`src/rtl/trig_debug_capture.sv`:
```
// Trigger debug word builder: edge-detects and stretches event strobes, packs data/timestamp/hit count/state,
// and freezes the word a programmable number of cycles after a qualified event so slow readback can inspect it.
module trig_debug_capture #(
  parameter int STRETCH = 4,
  parameter int HOLDOFF = 256
) (
  input  logic        clk_i,
  input  logic        rst_i,
  input  logic [7:0]  event_i,
  input  logic [23:0] data_i,
  input  logic [7:0]  trig_mask_i,
  input  logic        arm_i,
  output logic [52:0] debug_o,
  output logic        frozen_o
);

  typedef enum logic [1:0] {
    IDLE   = 2'b00,
    ARMED  = 2'b01,
    POST   = 2'b10,
    FROZEN = 2'b11
  } state_t;

  localparam logic [3:0]  STRETCH_LOAD = 4'(STRETCH);
  localparam logic [15:0] HOLD_LOAD    = (HOLDOFF == 0) ? 16'd0 : 16'(HOLDOFF - 1);

  state_t      state;
  logic [7:0]  ev_r;
  logic [7:0]  ev_rr;
  logic [23:0] data_r;
  logic [23:0] data_rr;
  logic [7:0]  rise;
  logic        qual;
  logic [3:0]  stretch_cnt [8];
  logic [7:0]  stretched;
  logic [15:0] ts;
  logic [15:0] hold_cnt;
  logic [2:0]  hit;

  assign rise = ev_r & ~ev_rr;

  always_ff @(posedge clk_i or posedge rst_i) begin
    if (rst_i) begin
      ev_r    <= '0;
      ev_rr   <= '0;
      data_r  <= '0;
      data_rr <= '0;
      qual    <= 1'b0;
      ts      <= '0;
    end else begin
      ev_r    <= event_i;
      ev_rr   <= ev_r;
      data_r  <= data_i;
      data_rr <= data_r;
      qual    <= |(rise & trig_mask_i);
      ts      <= ts + 16'd1;
    end
  end

  // A fresh edge always reloads, so back-to-back pulses extend the visible window.
  for (genvar i = 0; i < 8; i++) begin : g_stretch
    always_ff @(posedge clk_i or posedge rst_i) begin
      if (rst_i) begin
        stretch_cnt[i] <= '0;
      end else if (rise[i]) begin
        stretch_cnt[i] <= STRETCH_LOAD;
      end else if (stretch_cnt[i] != 4'd0) begin
        stretch_cnt[i] <= stretch_cnt[i] - 4'd1;
      end
    end
  end

  always_comb begin
    stretched = '0;
    for (int i = 0; i < 8; i++) begin
      stretched[i] = (stretch_cnt[i] != 4'd0);
    end
  end

  // Arm has priority over a coincident qualified edge for both the hit count and the state.
  always_ff @(posedge clk_i or posedge rst_i) begin
    if (rst_i) begin
      state    <= IDLE;
      hold_cnt <= '0;
      hit      <= '0;
      frozen_o <= 1'b0;
    end else begin
      frozen_o <= (state == FROZEN);
      if (arm_i) begin
        hit <= '0;
      end else if (qual && state != FROZEN && hit != 3'd7) begin
        hit <= hit + 3'd1;
      end
      if (arm_i) begin
        state <= ARMED;
      end else begin
        case (state)
          IDLE: ;
          ARMED: begin
            if (qual) begin
              if (HOLDOFF == 0) begin
                state <= FROZEN;
              end else begin
                state    <= POST;
                hold_cnt <= HOLD_LOAD;
              end
            end
          end
          POST: begin
            if (hold_cnt == 16'd0) begin
              state <= FROZEN;
            end else begin
              hold_cnt <= hold_cnt - 16'd1;
            end
          end
          FROZEN: ;
        endcase
      end
    end
  end

  // The word is sampled from pre-transition values, so the frozen copy still shows POST (or ARMED).
  always_ff @(posedge clk_i or posedge rst_i) begin
    if (rst_i) begin
      debug_o <= '0;
    end else if (state != FROZEN) begin
      debug_o <= {state, hit, ts, data_rr, stretched};
    end
  end

endmodule
```
`config.mk`:
```
export PLATFORM = sky130hd
export DESIGN_NAME = trig_debug_capture
export DESIGN_NICKNAME = d
export VERILOG_FILES = /design/src/rtl/trig_debug_capture.sv
export SDC_FILE = /design/constraint.sdc
export NUM_CORES = 1
export LEC_CHECK = 0
export ABC_CLOCK_PERIOD_IN_PS = 8700
export BUFFER_PORTS_ARGS = -buffer_cell sky130_fd_sc_hd__buf_2
export CAP_MARGIN = 20
export CORE_ASPECT_RATIO = 1.25
export CORE_MARGIN = 2
export CORE_UTILIZATION = 40
export DETAILED_ROUTE_END_ITERATION = 8
export PLACE_DENSITY_LB_ADDON = 0.15
export SETUP_SLACK_MARGIN = 0.2
export SYNTH_ARGS = -nofsm -noshare
export SYNTH_HDL_FRONTEND = slang
export SYNTH_SLANG_ARGS = --single-unit
```
`constraint.sdc`:
```
create_clock -name clk_i -period 8.7 [get_ports clk_i]
set_clock_uncertainty 0.15 [all_clocks]
set_input_delay 2.61 -clock clk_i [delete_from_list [all_inputs] [get_ports clk_i]]
set_output_delay 2.61 -clock clk_i [all_outputs]
set_load 0.005 [all_outputs]
```
==> results of run 1 <==
## routing by layer
layer | share of wire (%) | vias to the layer above | wire length [um]
met5 | 0 | - | 0
met4 | 1.8 | 0 | 238
met3 | 3.8 | 19 | 494
met2 | 52 | 72 | 6700
met1 | 42 | 2212 | 5450
li1 | - | 2121 | -
## power by group through the flow
stage               logic, mW  clock network [mW]  registers, mW
floorplan               0.339                   0           1.09
global placement        0.431                   0           1.10
detailed placement      0.461                   0           1.11
CTS                     0.463               0.827           1.09
global route            0.528               0.864           1.11
finish                  0.454               0.801           1.09
## critical path: stages
cell     delay [ps]
buf_2           160
or3b_2          510
or4_4           450
or4_1           410
a21oi_1         170
## area by class of cell
| cell class | count | area (sq um) | share of cell area [%] |
|---|---|---|---|
| Tap cell | 224 | 280 | 3.26 |
| Sequential cell | 188 | 4700 | 54.8 |
| Timing Repair Buffer | 100 | 531 | 6.18 |
| Multi-Input combinational cell | 323 | 2310 | 27.0 |
| Inverter | 32 | 128 | 1.49 |
| Clock inverter | 15 | 201 | 2.35 |
| Clock buffer | 17 | 425 | 4.96 |
## cells by family (layout without fill, tap and decap cells)
| family | Yosys count | count (layout) | synth area share [%] |
|---|---|---|---|
| flops | 188 | 188 | 65.4 |
| simple gates | 168 | 168 | 12.8 |
| compound gates | 60 | 60 | 5.07 |
| mux | 52 | 52 | 8.02 |
| buf+inv | 45 | 164 | 2.38 |
| xor+xnor | 23 | 23 | 2.80 |
| fa+ha+maj | 20 | 20 | 3.48 |
## flip-flops by register name, indices dropped and copies added, names as in the netlist
signal,flops
hold_cnt,16
qual,1
debug_o,53
ev_rr,8
state,2
data_rr,24
hit,3
ts,16
stretch_cnt,32
frozen_o,1
ev_r,8
data_r,24
## synth_stat cells, drive strengths merged (2+ instances only)
cell,count
dfrtp,188
nor2,47
mux2,45
inv,32
a21oi,31
ha,20
xnor2,20
or3,17
nand2,15
nor2b,15
nand3,14
clkbuf,11
nor3,10
o31ai,8
or4,8
mux2i,7
nand2b,7
or2,7
nor3b,6
o21ai,6
nand3b,4
nor4,4
a211oi,3
and4,3
nand4,3
xor2,3
a21boi,2
a22oi,2
and3,2
buf,2
or3b,2
## through the flow
step / total power, mW / instance area, sq um / setup WS (ps) / std cells / hold slack [ps]
2_1_floorplan: 1.43 / 7190 / 826 / 556 / 181
3_3_place_gp: 1.53 / 7930 / 4190 / 866 / 181
3_5_place_dp: 1.57 / 7930 / 4120 / 866 / 185
4_1_cts: 2.38 / 8560 / 4590 / 898 / 203
5_1_grt: 2.50 / 8580 / 4600 / 899 / 206
6_report: 2.34 / 8580 / 4590 / 899 / 201
## worst paths after layout
check,startpoint,endpoint,slack [ps]
max in group asynchronous,rst_i,hold_cnt[15],5020
worst max-delay path,arm_i,hold_cnt[10],4590
worst min register to register,data_r[3],data_rr[3],200
min in group asynchronous,rst_i,debug_o[47],2150
worst max register to register,hold_cnt[6],hold_cnt[10],6280
worst min-delay path,data_r[3],data_rr[3],200
## cell usage in the layout, fill, tap and decap left out, types with 4 or more instances in the layout
master / n
dfrtp_1: 188
buf_2: 96
nor2_1: 47
mux2_2: 45
inv_1: 31
a21oi_1: 31
xnor2_1: 20
ha_1: 20
or3_1: 17
clkbuf_16: 17
nor2b_1: 15
nand2_1: 14
nand3_1: 14
nor3_1: 10
o31ai_1: 8
nand2b_1: 7
or2_2: 7
mux2i_1: 7
or4_1: 7
nor3b_1: 6
o21ai_0: 6
inv_8: 5
nand3b_1: 4
==> summary.txt, run 1 <==
CP Launch Type -> input port
Tmin final -> 4110 ps
Routed wire length -> 12.9 mm
Post-layout util -> 48.9%
Setup repair after global routing missed its margin -> no
Post-synthesis sequential area ratio -> 65.4%
Mapped Cells -> 556
Arrival @ worst endpoint -> 4300 ps
Slew @ Worst Pin -> 937 ps
NumNets Final -> 725
Max Fanout on Critical Path -> 11
GRT met2 Usage -> 24.7%
Worst skew pair latency -> 430 ps
Layout cells sized above 1 -> 28.3%
Clock sink count -> 188
WP data required -> 8890 ps
Switching Fraction -> 29.3%
Initial Util -> 40.9%
Area grow syn2layout -> 19.4%
Max-cap violations -> 0
# port buffers -> 96
Die Span Y -> 154 um
Comb power frac -> 19.3%
RD Place Congestion -> 0.792
CP Class -> in2reg
PostCTS Resize Cnt -> 0
Syn Nets -> 619
Final Max Slew Viols -> 0
Die area -> 0.0191 sq mm
Fmax achieved -> 0.243 GHz
Final Hold Viols -> 0
Io pins -> 97
Max Root-Sink Buffers -> 2
Top post-synthesis cells by area -> dfrtp_1, mux2_2, ha_1, nor2_1, xnor2_1
Met1 usage -> 17.4%
Antenna diode count -> 0
First-pass GRT wire length -> 21.6 mm
ANT nets after route -> 0
DIE WIDTH -> 124 um
Yosys warning total -> 0
Post-Route Setup TNS -> 0 ps
CORE AREA -> 0.0176 sq mm
GRT Residual Overflow -> 0
Mean Syn Cell Area -> 12.9 sq um
Gr usage total -> 14.6%
Proportion of netlist area held by the largest area contributor -> 65.4%
Status -> completed
Routed len/inst -> 14.3 um
Via density per instance -> 4.92
Worst slew margin -> 37.1%
Fillcell total -> 1,588
HPWL after DPL -> 8.65 mm
Drt drc -> 0
Hold Buf Count CTS -> 0
1st-pass router iterations -> 4
Row count -> 54
CTS root buffer -> clkbuf_16
Vias in the first global route -> 4,562
Reg power frac -> 46.5%
Post-synth EDFFs -> 0
Cts bufs inserted -> 17
Peak VDD IR -> 0.173 mV
Post-CTS setup buffers -> 0
Initial antenna violation count -> 0
Synth area leader -> dfrtp_1
Synth Cell Area -> 0.00719 sq mm
Count of different cell masters after synthesis -> 45
Critical path capture point type -> flop
Worst-path clk slew -> 70 ps
Hold path depth -> 0
Asr flop ratio synth -> 100%
Initial DRC count -> 164
Synthesis-stage register bit count -> 188
Reg2Reg Depth -> 4
Pint -> 1.66 mW
Routed via count -> 4,424
Largest net degree at the start of global routing -> 104
Psw -> 0.686 mW
H-tree depth -> 4
Met3 Resource Use GR -> 3.67%
Clock share of power -> 34.1%
Pwr per Cell Area -> 273 mW/mm^2
GR peak layer -> met2
Tcrit/Tclk final -> 47.2%
CTS tree -> built
Most used DFF post-synth -> dfrtp_1
Static Leak -> 3.98 nW
Worst hold path class -> reg2reg
Final setup vio count -> 0
Note: power is estimated with default switching activity, not from simulation.
==> inputs of run 2 (changes only) <==
ABC_CLOCK_PERIOD_IN_PS = 3700   (was 8700)
clock period = 3.7 ns   (was 8.7 ns; I/O delays follow)
==> summary.txt, run 2 (synthesis results as in run 1) <==
Routed via count -> 4,422 (-0.045%)
Final Hold Viols -> 0 (unchanged)
Initial DRC count -> 230 (+40%)
Setup repair after global routing missed its margin -> no
Max Fanout on Critical Path -> 11 (unchanged)
Fmax achieved -> 0.386 GHz
CP Class -> in2reg
Slowest-stage cell, CP -> or3b_2
Die Span Y -> 154 um (unchanged)
Biggest regs -> debug_o (53), stretch_cnt (32)
PostCTS Resize Cnt -> 0 (unchanged)
Worst-path clk slew -> 70 ps (about the same)
H-tree depth -> 4 (unchanged)
Post-Route Setup TNS -> 0 ps (unchanged)
Number of flip-flops under the largest register name -> 53 (unchanged)
Worst slew margin -> 40.7% (+3.7 points)
Io pins -> 97 (unchanged)
Antenna diode count -> 0 (unchanged)
NumNets Final -> 729 (+0.55%)
ANT nets after route -> 0 (unchanged)
Final setup vio count -> 0 (unchanged)
GRT Residual Overflow -> 0 (unchanged)
CORE AREA -> 0.0176 sq mm (unchanged)
1st-pass router iterations -> 5 (+1)
RD Place Congestion -> 0.806 (+1.8%)
Static Leak -> 3.99 nW (+0.29%)
Initial antenna violation count -> 0 (unchanged)
CP peak stage delay -> 510 ps (about the same)
Worst hold path class -> reg2reg
Max-cap violations -> 0 (unchanged)
Routed wire length -> 12.6 mm (-2.0%)
Pwr per Cell Area -> 630 mW/mm^2 (+130%)
Tmin final -> 2590 ps
Max Root-Sink Buffers -> 2 (unchanged)
Via density per instance -> 4.90 (-0.49%)
Post-CTS setup buffers -> 0 (unchanged)
Placed inst area -> 0.00803 sq mm (+1.2%)
Vias in the first global route -> 4,522 (-0.88%)
Final Max Slew Viols -> 0 (unchanged)
Fillcell total -> 1,578 (-0.63%)
Routed len/inst -> 14.0 um (-2.4%)
Die area -> 0.0191 sq mm (unchanged)
Register with the most flip-flops -> debug_o
WP data required -> 3900 ps (-4990 ps)
Drt drc -> 0 (unchanged)
Status -> completed
# port buffers -> 96 (unchanged)
Hold Buf Count CTS -> 0 (unchanged)
Area grow syn2layout -> 19.8%
Delay-heaviest family, CP -> simple AND/OR/NAND/NOR gates
Pre-CTS setup slack -> 695 ps (-3430 ps)
CP Launch Type -> input port
Final instance area -> 0.00861 sq mm (+0.31%)
Layout cells sized above 1 -> 28.6% (+0.28 points)
GR peak layer -> met2
Tcrit/Tclk final -> 70.0%
Critical path capture point type -> flop
Worst skew pair latency -> 430 ps (about the same)
Met1 usage -> 17.7% (+0.28 points)
Row count -> 54 (unchanged)
CTS tree -> built
DIE WIDTH -> 124 um (unchanged)
CP Buf/Inv Count -> 1 (unchanged)
CTS root buffer -> clkbuf_16
Peak VDD IR -> 0.378 mV (+120%)
Cts bufs inserted -> 17 (unchanged)
Gr usage total -> 14.5% (-0.040 points)
GRT met2 Usage -> 24.8% (+0.052 points)
Arrival @ worst endpoint -> 2790 ps (-1510 ps)
Clock sink count -> 188 (unchanged)
Initial Util -> 40.9% (unchanged)
Slew @ Worst Pin -> 887 ps (-49.7 ps)
Worst hold slack -> 199 ps (-1.71 ps)
Crit-path cells -> buf_2 -> or3b_2 -> or4_4 -> or4_1 -> a21oi_1
Met3 Resource Use GR -> 4.01% (+0.33 points)
Power Total -> 5.43 mW (+130%)
Worst setup margin -> 1110 ps (-3480 ps)
Commonest non-fill, non-tap cell in the layout -> dfrtp_1
Most frequent cells in the layout -> dfrtp_1, buf_2, nor2_1
Largest net degree at the start of global routing -> 54 (-48%)
HPWL after DPL -> 8.79 mm (+1.6%)
First-pass GRT wire length -> 21.7 mm (+0.23%)
run 2: path summary, 6_finish.rpt:
kind / startpoint / endpoint / slack, ps / cells after the start
setup / recovery: arm_i / hold_cnt[10] / 1110 / 5
hold / removal: data_r[5] / data_rr[5] / 200 / 0
max in group asynchronous: rst_i / stretch_cnt[7] / 1990 / 3
min in group asynchronous: rst_i / debug_o[15] / 710 / 2
setup reg to reg: hold_cnt[6] / hold_cnt[10] / 1320 / 4
hold reg to reg: data_r[5] / data_rr[5] / 200 / 0
run 2: layout make-up:
type                            instances  area [sq um]  area share [%]
Sequential cell                       188          4700            54.6
Multi-Input combinational cell        323          2310            26.9
Timing Repair Buffer                  104           603            7.00
Clock buffer                           18           429            4.98
Tap cell                              224           280            3.25
Clock inverter                         14           155            1.80
Inverter                               32           124            1.44
run 2: through the flow:
stage / std cells / utilization (%)
2_1_floorplan: 556 / -
3_3_place_gp: 871 / 45.7
3_5_place_dp: 871 / 45.7
4_1_cts: 903 / 49.0
5_1_grt: 903 / 49.0
6_report: 903 / 49.0
run 2: routing by layer:
| metal | share of wire (%) | vias up | routed length, um |
|---|---|---|---|
| met5 | 0 | - | 0 |
| met4 | 1.3 | 0 | 168 |
| met3 | 3.4 | 12 | 427 |
| met2 | 53 | 71 | 6710 |
| met1 | 42 | 2218 | 5320 |
| li1 | - | 2121 | - |
run 2: power by group:
group / switching [mW] / internal [mW] / total, mW
clock: 0.826 / 0.956 / 1.78
combinational: 0.564 / 0.513 / 1.08
sequential: 0.204 / 2.36 / 2.57
total: 1.59 / 3.83 / 5.43
==> inputs of run 3 (changes only) <==
ABC_AREA = 1   (was default)
ABC_CLOCK_PERIOD_IN_PS = 2500   (was 3700)
clock period = 2.5 ns   (was 3.7 ns; I/O delays follow)
==> summary.txt, run 3 <==
Status -> completed
Initial DRC count -> 340 (+48%)
NumNets Final -> 913 (+25%)
PostCTS Resize Cnt -> 0 (unchanged)
Worst skew pair latency -> 430 ps (about the same)
Drt drc -> 0 (unchanged)
1st-pass router iterations -> 4 (-1)
Via density per instance -> 4.58 (-6.6%)
Final setup vio count -> 0 (unchanged)
Worst path depth -> 9 (+4)
# port buffers -> 96 (unchanged)
Count of different cell masters after synthesis -> 25 (-44%)
Routed via count -> 4,997 (+13%)
Crit path to -> hold_cnt[6]
Pint -> 5.57 mW (+45%)
Critical path capture point type -> flop
WP data required -> 2660 ps (-1240 ps)
Delay-heaviest family, CP -> simple AND/OR/NAND/NOR gates
Layout cells sized above 1 -> 17.5% (-11 points)
Cts bufs inserted -> 17 (unchanged)
DIE WIDTH -> 125 um (+0.95%)
Commonest non-fill, non-tap cell in the layout -> nand2_1
Number of flip-flops under the largest register name -> 53 (unchanged)
Synth Cell Area -> 0.00733 sq mm (+2.0%)
Met3 Resource Use GR -> 3.99% (-0.017 points)
Final Hold Viols -> 0 (unchanged)
Routed wire length -> 14.1 mm (+11%)
CP peak stage delay -> 410 ps (-100 ps)
Io pins -> 97 (unchanged)
GR peak layer -> met2
CORE AREA -> 0.0180 sq mm (+2.6%)
Initial Util -> 40.7% (-0.27 points)
Synthesis-stage register bit count -> 188 (unchanged)
Post-Layout Cell Count -> 1,092 (+21%)
Max Fanout on Critical Path -> 11 (unchanged)
Arrival @ worst endpoint -> 2210 ps (-580 ps)
CTS tree -> built
Worst hold slack -> 200 ps (+0.812 ps)
Peak VDD IR -> 0.471 mV (+25%)
Syn Nets -> 802 (+30%)
Register with the most flip-flops -> debug_o
Proportion of netlist area held by the largest area contributor -> 64.2% (-1.3 points)
Post-synth EDFFs -> 0 (unchanged)
Gr usage total -> 15.6% (+1.1 points)
Switching Fraction -> 32.1% (+2.7 points)
Most used cell along the critical path -> nand2_1
Clock sink count -> 188 (unchanged)
Vias in the first global route -> 5,182 (+15%)
Register Area -> 0.00470 sq mm (unchanged)
Met1 usage -> 19.9% (+2.2 points)
Most frequent cells in the layout -> nand2_1, dfrtp_1, buf_2
Crit path from -> hold_cnt[0]
Worst R2R Start -> hold_cnt[0]
RD Place Congestion -> 0.814 (+1.0%)
Fillcell total -> 1,701 (+7.8%)
H-tree depth -> 4 (unchanged)
ANT nets after route -> 0 (unchanged)
Worst slew margin -> 66.1% (+25 points)
Worst flop-to-flop path endpoint -> hold_cnt[6]
GRT Residual Overflow -> 0 (unchanged)
Pwr per Cell Area -> 942 mW/mm^2 (+49%)
Tmin final -> 2050 ps
First-pass GRT wire length -> 24.4 mm (+12%)
Biggest regs -> debug_o (53), stretch_cnt (32)
Max-cap violations -> 0 (unchanged)
Clock share of power -> 31.8% (-1.1 points)
Most used DFF post-synth -> dfrtp_1
CP Launch Type -> flop
Worst-path clk slew -> 70 ps (about the same)
Tcrit/Tclk final -> 81.9%
Hold Buf Count CTS -> 0 (unchanged)
Reg2Reg Depth -> 9 (+5)
Placed Cells -> 1,059 (+22%)
Row count -> 55 (+1.9%)
CP Class -> reg2reg
Worst hold path class -> in2async
Reg power frac -> 47.0% (-0.3 points)
Reg2Reg Setup Slack -> 450 ps (-870 ps)
Crit-path cells -> inv_1 -> ha_1 -> nand2_2 -> nor2_4 -> nand2_2 -> nand2_1 -> nand2_1 -> o21ai_0 -> nand2_1
Initial antenna violation count -> 1 (+1)
Yosys warning total -> 0 (unchanged)
Asr flop ratio synth -> 100% (unchanged)
Die Span Y -> 155 um (+0.96%)
Post-synthesis sequential area ratio -> 64.2% (-1.3 points)
Static Leak -> 4.48 nW (+12%)
Most frequent cell after synthesis -> nand2_1
Mean Syn Cell Area -> 9.92 sq um (-23%)
HPWL after DPL -> 9.95 mm (+13%)
Slew @ Worst Pin -> 508 ps (-379 ps)
Setup repair after global routing missed its margin -> no
CP Buf/Inv Count -> 1 (unchanged)
Psw -> 2.63 mW (+65%)
Slowest-stage cell, CP -> dfrtp_1
Max Root-Sink Buffers -> 2 (unchanged)
Post-CTS setup buffers -> 0 (unchanged)
Top post-synthesis cells by area -> dfrtp_1, nand2_1, inv_1, ha_1, nand3_1
Area taken by multi-input logic gates -> 0.00222 sq mm (-3.9%)
Routed len/inst -> 12.9 um (-7.8%)
Mapped Cells -> 739 (+33%)
Fmax achieved -> 0.488 GHz
Final Max Slew Viols -> 0 (unchanged)
GRT met2 Usage -> 25.8% (+0.97 points)
Largest net degree at the start of global routing -> 63 (+17%)
Synth area leader -> dfrtp_1
Comb power frac -> 21.2% (+1.4 points)
Die area -> 0.0194 sq mm (+1.9%)
Commonest cells in the netlist -> nand2_1, dfrtp_1, inv_1, nor2_1
CTS root buffer -> clkbuf_16
Area grow syn2layout -> 18.8%
## run 3: per-layer routing
metal	vias up	wire, um
li1	2509	-
met1	2371	6390
met2	95	6870
met3	22	497
met4	0	325
met5	-	0
## run 3: logic make-up after synthesis
| kind of cell | Yosys count | share of synthesized area, % |
|---|---|---|
| compound gates | 61 | 4.32 |
| xor+xnor | 33 | 3.94 |
| fa+ha+maj | 20 | 3.41 |
| buf+inv | 103 | 5.50 |
| flops | 188 | 64.2 |
| simple gates | 334 | 18.6 |
## run 3: power groups by stage
stage          Sequential [mW]  Clock (mW)  Combinational, mW
2_1_floorplan             3.87           0               1.20
3_5_place_dp              3.91           0               1.75
6_report                  3.86        2.61               1.74
4_1_cts                   3.86        2.70               1.77
5_1_grt                   3.92        2.83               2.02
3_3_place_gp              3.88           0               1.63
## run 3: how the worst min path moves through the flow
stage | startpoint | to | slack (ps) | cells after the start
floorplan | data_r[0] | data_rr[0] | 180 | 0
global placement | data_r[5] | data_rr[5] | 180 | 0
detailed placement | data_r[5] | data_rr[5] | 180 | 0
CTS | rst_i | frozen_o | 200 | 2
global route | data_r[23] | data_rr[23] | 200 | 0
finish | rst_i | frozen_o | 200 | 2
## run 3: worst reg2reg max path, cell delays in order, from the launching register on
cell and delay (ps):
dfrtp_1 410, inv_1 120, ha_1 230, nand2_2 110, nor2_4 180, nand2_2 150
nand2_1 110, nand2_1 240, o21ai_0 170, nand2_1 60
## run 3: area by class of cell
| type | instances | share of cell area, % |
|---|---|---|
| flip-flops and latches | 188 | 54.0 |
| well taps | 228 | 3.28 |
| multi-input cells | 448 | 25.5 |
| clock buffers | 17 | 4.88 |
| diodes | 1 | 0.0287 |
| clock inverters | 15 | 1.75 |
| inverters | 90 | 3.92 |
| repair buffers | 105 | 6.58 |
## run 3: through the flow
| step | setup slack (ps) | TNS (ps) | util, % | power, mW | instance area (sq um) |
|---|---|---|---|---|---|
| final | 452 | 0 | 48.3 | 8.20 | 8710 |
| after global routing | 243 | 0 | 48.3 | 8.77 | 8710 |
| after CTS | 451 | 0 | 48.3 | 8.33 | 8710 |
| after detailed placement | 440 | 0 | 45.1 | 5.67 | 8130 |
| after global placement | 480 | 0 | 45.1 | 5.52 | 8130 |
| after floorplan | -820 | -154250 | - | 5.07 | 7330 |
